[config.mk]
export PLATFORM = sky130hd
export DESIGN_NAME = instruction_fetch_decode
export DESIGN_NICKNAME = d
export VERILOG_FILES = /design/src/rtl/core_pkg.sv /design/src/rtl/pc_reg.sv /design/src/rtl/instruction_fetch_decode.sv
export SDC_FILE = /design/constraint.sdc
export NUM_CORES = 1
export LEC_CHECK = 0
export CAP_MARGIN = 30
export CORE_UTILIZATION = 40
export DETAILED_ROUTE_END_ITERATION = 12
export GPL_ROUTABILITY_DRIVEN = 0
export PLACE_DENSITY = 0.75
export SKIP_CTS_REPAIR_TIMING = 1
export SLEW_MARGIN = 20
export SYNTH_ARGS = -nofsm -noshare
export SYNTH_HDL_FRONTEND = slang
export SYNTH_SLANG_ARGS = --single-unit
[constraint.sdc]
create_clock -name clk -period 1.49 [get_ports clk]
set_input_delay 0.298 -clock clk [delete_from_list [all_inputs] [get_ports clk]]
set_output_delay 0.298 -clock clk [all_outputs]
set_load 0.005 [all_outputs]
[src/rtl/core_pkg.sv]
// Shared definitions for the 8-bit core: opcodes, instruction field positions, front-end states.
package core_pkg;

  // Opcode constants (instruction[7:4])
  localparam logic [3:0] OP_NOP  = 4'h0;
  localparam logic [3:0] OP_ADD  = 4'h1;
  localparam logic [3:0] OP_SUB  = 4'h2;
  localparam logic [3:0] OP_LDI  = 4'h3;
  localparam logic [3:0] OP_HALT = 4'hF;

  // Instruction field bit positions
  localparam int unsigned OPC_HI = 7;
  localparam int unsigned OPC_LO = 4;
  localparam int unsigned REG_HI = 3;
  localparam int unsigned REG_LO = 2;
  localparam int unsigned IMM_HI = 1;
  localparam int unsigned IMM_LO = 0;

  // Fetch/decode front-end states
  typedef enum logic [1:0] {
    StFetch = 2'd0,
    StIssue = 2'd1,
    StHalt  = 2'd2
  } fetch_state_e;

endpackage

[src/rtl/pc_reg.sv]
// Program counter: asynchronous reset to 0, load has priority over increment, wraps modulo 2^PC_WIDTH.
module pc_reg #(
  parameter int unsigned PC_WIDTH = 8
) (
  input  logic                clk,
  input  logic                reset,
  input  logic                load,
  input  logic [PC_WIDTH-1:0] load_value,
  input  logic                inc,
  output logic [PC_WIDTH-1:0] pc
);

  logic [PC_WIDTH-1:0] pc_q;

  // PC update: redirect load beats sequential increment
  always_ff @(posedge clk or posedge reset) begin
    if (reset) begin
      pc_q <= '0;
    end else if (load) begin
      pc_q <= load_value;
    end else if (inc) begin
      pc_q <= pc_q + 1'b1;
    end
  end

  assign pc = pc_q;

endmodule

[src/rtl/instruction_fetch_decode.sv]
// Fetch/decode front end: req/valid instruction fetch, PC maintenance, field split, branch, stall, HALT.
module instruction_fetch_decode
  import core_pkg::*;
#(
  parameter int unsigned PC_WIDTH    = 8,
  parameter int unsigned INSTR_WIDTH = 8
) (
  input  logic                   clk,
  input  logic                   reset,
  output logic                   imem_req,
  output logic [PC_WIDTH-1:0]    imem_addr,
  input  logic [INSTR_WIDTH-1:0] imem_rdata,
  input  logic                   imem_valid,
  input  logic                   stall,
  input  logic                   branch_taken,
  input  logic [PC_WIDTH-1:0]    branch_target,
  output logic                   decode_valid,
  output logic [3:0]             opcode,
  output logic [1:0]             reg_field,
  output logic [1:0]             immediate,
  output logic [PC_WIDTH-1:0]    pc_out,
  output logic                   halted
);

  fetch_state_e        state_q, state_d;
  logic                req_q, req_d;
  logic                kill_q, kill_d;
  logic                dvalid_q, dvalid_d;
  logic [3:0]          opcode_q;
  logic [1:0]          reg_q, imm_q;
  logic [PC_WIDTH-1:0] pc_out_q;
  logic [PC_WIDTH-1:0] pc;
  logic                pc_load, pc_inc, capture, valid_live;

  pc_reg #(
    .PC_WIDTH(PC_WIDTH)
  ) u_pc_reg (
    .clk        (clk),
    .reset      (reset),
    .load       (pc_load),
    .load_value (branch_target),
    .inc        (pc_inc),
    .pc         (pc)
  );

  // A response matching an aborted request is swallowed by kill_q before anything else sees it
  assign valid_live = imem_valid && !kill_q;

  // Next-state logic: branch first, then response acceptance / stall handling
  always_comb begin
    state_d  = state_q;
    req_d    = req_q;
    kill_d   = kill_q;
    dvalid_d = dvalid_q;
    capture  = 1'b0;
    pc_load  = 1'b0;
    pc_inc   = 1'b0;
    if (imem_valid && kill_q) begin
      kill_d = 1'b0;
    end
    unique case (state_q)
      StFetch: begin
        if (branch_taken) begin
          pc_load  = 1'b1;
          dvalid_d = 1'b0;
          req_d    = 1'b1;
          // Current request still in flight (not answered this cycle) must be dropped later
          kill_d   = (req_q && !valid_live) || (kill_q && !imem_valid);
        end else if (valid_live && req_q) begin
          capture  = 1'b1;
          pc_inc   = 1'b1;
          dvalid_d = 1'b1;
          req_d    = 1'b0;
          state_d  = (imem_rdata[OPC_HI:OPC_LO] == OP_HALT) ? StHalt : StIssue;
        end else begin
          req_d = 1'b1;
        end
      end
      StIssue: begin
        if (branch_taken) begin
          pc_load  = 1'b1;
          dvalid_d = 1'b0;
          req_d    = 1'b1;
          state_d  = StFetch;
        end else if (!stall) begin
          dvalid_d = 1'b0;
          req_d    = 1'b1;
          state_d  = StFetch;
        end
      end
      StHalt: begin
        req_d = 1'b0;
      end
      default: begin
        state_d  = StFetch;
        req_d    = 1'b0;
        dvalid_d = 1'b0;
      end
    endcase
  end

  // Control state registers
  always_ff @(posedge clk or posedge reset) begin
    if (reset) begin
      state_q  <= StFetch;
      req_q    <= 1'b0;
      kill_q   <= 1'b0;
      dvalid_q <= 1'b0;
    end else begin
      state_q  <= state_d;
      req_q    <= req_d;
      kill_q   <= kill_d;
      dvalid_q <= dvalid_d;
    end
  end

  // Decode field registers, loaded on the edge that accepts a response
  always_ff @(posedge clk or posedge reset) begin
    if (reset) begin
      opcode_q <= '0;
      reg_q    <= '0;
      imm_q    <= '0;
      pc_out_q <= '0;
    end else if (capture) begin
      opcode_q <= imem_rdata[OPC_HI:OPC_LO];
      reg_q    <= imem_rdata[REG_HI:REG_LO];
      imm_q    <= imem_rdata[IMM_HI:IMM_LO];
      pc_out_q <= pc;
    end
  end

  assign imem_req     = req_q;
  assign imem_addr    = pc;
  assign decode_valid = dvalid_q;
  assign opcode       = opcode_q;
  assign reg_field    = reg_q;
  assign immediate    = imm_q;
  assign pc_out       = pc_out_q;
  assign halted       = (state_q == StHalt);

endmodule

; Word level (Yosys, flattened, before mapping)
; Cells that the tools add are included.
[totals]
register_bits = 29
elab_cells = 58
output_inout_bits = 27
[classes]
n_reduce_logical = 14
bitwise = 1
add_sub_neg = 1
eq_ne = 7
muxes = 26
[op_table]
columns = op, n
row1 = two-way mux 1 bit, 16
row2 = two-way mux 8 bit, 2
row3 = two-way mux 2 bit, 5
row4 = adder 8 x 1 -> 8 bit (second input constant), 1
row5 = inequality test 3 bit (second input constant), 2
row6 = one-hot mux 2 bit (3 select lines), 1
row7 = logical AND 1 bit, 5
row8 = equality test 4 bit (second input constant), 1
row9 = inequality test 2 bit (second input constant), 2
row10 = AND reduction 4 bit, 1
row11 = logical NOT 1 bit, 3
row12 = one-hot mux 1 bit (3 select lines), 1
row13 = AND reduction 3 bit, 1
row14 = equality test 2 x 1 -> 1 bit (second input constant), 1
row15 = equality test 2 bit (second input constant), 1
row16 = logical NOT 2 bit, 1
row17 = one-hot mux 1 bit (2 select lines), 1
row18 = nonzero test 2 bit, 1
row19 = OR reduction 2 bit, 1
row20 = logical OR 1 bit, 1
row21 = NOT 1 bit, 1

; Depth between registers and ports, before layout
; Gate-level depths: netlist (run 1).
[depth]
depth_word = 8
mapped_depth = 7
ltp_nobuf = 5

; By module
; A second synthesis (run 1) with hierarchy kept.
[unflattened]
cells_unflattened = 110
area_unflattened_um2 = 1372.6
[by_module_without_submodules]
columns = module, n_inst, area_per_inst_um2, cells_each
row1 = instruction_fetch_decode, 1, 927.1, 60
row2 = pc_reg, 1, 445.4, 50

; Worst setup path before layout (run 1)
; OpenSTA, ideal clock, no wires.
[synth_timing]
path_kind = register to register
start = register state_q[0]
end = register u_pc_reg.pc_q[7] (netlist: u_pc_reg.pc[7])
path_buffers = 0
t_arrival_ns = 1.339
path_slack_ns = 0.069
stages_incl_launch_ff = 5
cell_sequence = dfrtp_1 > and4bb_4 > nand4_4 > or3_1 > a31oi_1
[synth_between]
elab_chain_len = 4
elab_cells_between_ends = 7
classes_between = eq/ne (1) / mux (3) / reduce/logical (3)
[synth_lines]
columns = element, line
row1 = start: declaration, instruction_fetch_decode.sv:25  ; fetch_state_e state_q, state_d;
row2 = start signal: assignment, instruction_fetch_decode.sv:105  ; state_q <= StFetch;
row3 = start signal: assignment, instruction_fetch_decode.sv:110  ; state_q <= state_d;
row4 = equality test 2 x 1 -> 1 bit / logical NOT 2 bit (equally long branches), instruction_fetch_decode.sv:61  ; unique case (state_q)
row5 = OR reduction 2 bit (no line), -
row6 = two-way mux 1 bit, -
row7 = two-way mux 8 bit / nonzero test 2 bit (equally long branches), -
row8 = end signal: assignment, pc_reg.sv:20  ; pc_q <= load_value;
row9 = end signal: assignment, pc_reg.sv:22  ; pc_q <= pc_q + 1'b1;
row10 = end: declaration, pc_reg.sv:13  ; logic [PC_WIDTH-1:0] pc_q;
; Several ways; a longest one is shown, not always the timed one.
; A chain may end at the register's enable or synchronous reset.

; Final worst setup path (run 1)
[layout_timing]
start = register u_pc_reg.pc_q[3] (netlist: u_pc_reg.pc[3])
end = output imem_addr[3]
[layout_rtl]
columns = element, line
row1 = end: declaration, instruction_fetch_decode.sv:11  ; output logic [PC_WIDTH-1:0] imem_addr,
; No word-level cell between the ends.

==> impl_metrics.json, run 1 <==
{
  "synthesis.area_um2": 1350,
  "grt_pass1_wl_mm": 5.31,
  "critPathArrivalTime_ns": 1.30,
  "synthCells": 144,
  "setup_slack_ns": -0.108,
  "cts_made_buffers": 5,
  "slowest_delay_ns": 0.52,
  "status": "complete, but fails checks",
  "powerDensity_nw_per_um2": 1430,
  "period_needed_ns": 1.60,
  "ys_types": 31,
  "grt_use_total": 0.206,
  "mostFrequentLayoutCells": "nand2_1 (48), dlymetal6s2s_1 (26), buf_4 (26)",
  "initial_core_util": 0.430,
  "drive_gt1_frac": 0.256,
  "vias": 1336,
  "clock_path_buffers": 2,
  "synth_seq_cells": 29,
  "seqCellArea_um2": 732,
  "syn_nets": 166,
  "setup_violations": 2,
  "r2r_start": "kill_q",
  "violations": "negative setup slack",
  "diodes": 0,
  "cts_sinks": 29,
  "crit_chain": "clkdlybuf4s50_1",
  "drt-initial-drc-count": 51,
  "clockRootBuffer": "clkbuf_4",
  "final.setup.tns_ns": -0.153,
  "antenna_found_initial": 0,
  "dpl_worst_slack_ns": -0.343,
  "clock_latency_ns": 0.34,
  "yosys_warnings": 0,
  "maxSlewHeadroom": 0.752,
  "ys_seq_area_frac": 0.540,
  "critPathTopFamily": "buffers and inverters",
  "synthArstFlopShare": 1.00,
  "grt_max_degree": 30,
  "p_leak_nw": 1.28,
  "multi_input_area_um2": 616,
  "fmax_ghz": 0.626,
  "cts_htree_levels": 2,
  "dp_hpwl_mm": 2.40,
  "worst_path_max_delay_cell": "clkdlybuf4s50_1",
  "end_kind": "output port",
  "cp_num_cells": 1,
  "crit_type": "reg -> out",
  "grt_remaining_overflow": 0,
  "cp_num_buf_inv": 1,
  "die-area_um2": 3600,
  "ioPinCount": 48,
  "clk_pin_slew_ns": 0.10,
  "grt_pass1_vias": 1188,
  "fillCellCount": 227,
  "ant_nets": 0,
  "rr_endpoint": "u_pc_reg.pc[5]",
  "cp_max_fo": 6,
  "layout_commonest_cell": "nand2_1",
  "finClkSkew_ns": 0.0106,
  "area_delta_synth_final_pct": 68.4,
  "wl_per_cell_um": 14.5,
  "synth-edff-count": 0,
  "die_h_um": 60.0,
  "die_w_um": 60.0,
  "start_kind": "register",
  "reg2reg_depth": 4,
  "r2r_slack_ns": -0.04,
  "rows": 20,
  "firstDrtPassIters": 4,
  "worst_pin_slew_ns": 0.372,
  "grt_setup_unrepaired": "yes",
  "via_per_inst": 5.00,
  "drv_slew": 0,
  "required_ns": 1.19,
  "numPortBuffers": 47,
  "wl_mm": 3.86,
  "hold_class": "in -> async",
  "drc": 0,
  "max_cap_viol_count": 0,
  "core_um2": 3130,
  "hold_viol": 0,
  "nets": 244,
  "syn_avg_cell_area_um2": 9.34,
  "period_share": 1.07,
  "ys.flop_type": "dfrtp_1",
  "ir_drop_mv": 0.767,
  "cts_tree": "yes"
}
-- per-stage QoR --
step | cells | power, mW | hold WS (ns) | util | instance area, um^2
after floorplan | 144 | 1.74 | 0.376 | - | 1350
final | 267 | 3.23 | 0.324 | 0.724 | 2260
after CTS | 250 | 3.10 | 0.334 | 0.646 | 2020
after detailed placement | 242 | 2.53 | 0.464 | 0.624 | 1950
after global placement | 242 | 2.48 | 0.456 | 0.624 | 1950
after global routing | 267 | 3.45 | 0.371 | 0.724 | 2260
-- metal layers --
metal | track usage | routed length [um]
met1 | 0.243 | 1570
met3 | 0.0693 | 214
met2 | 0.352 | 2020
met4 | 0.0598 | 50
met5 | 0 | 0
-- synthesized netlist by cell type, types with 2 or more instances --
cell	count	area share
a21oi_1	4	0.015
a22oi_1	2	0.011
a31oi_1	3	0.014
buf_2	5	0.019
dfrtp_1	29	0.54
inv_1	2	0.0056
nand2_1	54	0.15
nand3_1	4	0.015
nand3b_1	2	0.011
nor2_1	8	0.022
nor2b_1	2	0.0093
o21ai_0	6	0.022
or3_1	3	0.014
xnor2_1	2	0.013
xor2_1	2	0.013
-- logic make-up after synthesis --
logic type                 after synthesis  share of synthesized area
and+or+nand+nor                         85                      0.323
xor gates and xnor gates                 4                     0.0261
DFF                                     29                      0.540
adders and majority gates                2                     0.0167
buffers and inverters                    8                     0.0270
AOI/OAI and AO/OA                       16                     0.0679
-- how the worst max path moves through the flow --
stage,from,end
finish,u_pc_reg.pc[3],imem_addr[3]
global route,u_pc_reg.pc[3],imem_addr[3]
CTS,state_q[0],halted
detailed placement,imem_valid,u_pc_reg.pc[5]
global placement,imem_valid,u_pc_reg.pc[5]
floorplan,state_q[0],u_pc_reg.pc[7]
-- power by group --
part / switching [mW] / leakage, nW / internal, mW / total, mW
sequential: 0.182 / 0.348 / 1.07 / 1.26
combinational: 0.568 / 0.895 / 0.840 / 1.41
clock: 0.291 / 0.0413 / 0.273 / 0.564
total: 1.04 / 1.28 / 2.19 / 3.23
-- final cells by class --
class                   count  area share
repair buffers             77       0.346
flip-flops and latches     29       0.323
multi-input cells         107       0.272
clock buffers               7      0.0287
well taps                  44      0.0243
inverters                   2     0.00331
clock inverters             1     0.00221
Power figures use the tool's default switching activity.
==> inputs of run 2 (changes only) <==
--- a/config.mk
+++ b/config.mk
@@ -15,3 +15,4 @@
 export SYNTH_ARGS = -nofsm -noshare
 export SYNTH_HDL_FRONTEND = slang
 export SYNTH_SLANG_ARGS = --single-unit
+export TNS_END_PERCENT = 100
==> results of run 2 <==
Same layout as run 1: the final DEF is identical, and so are final timing and power.
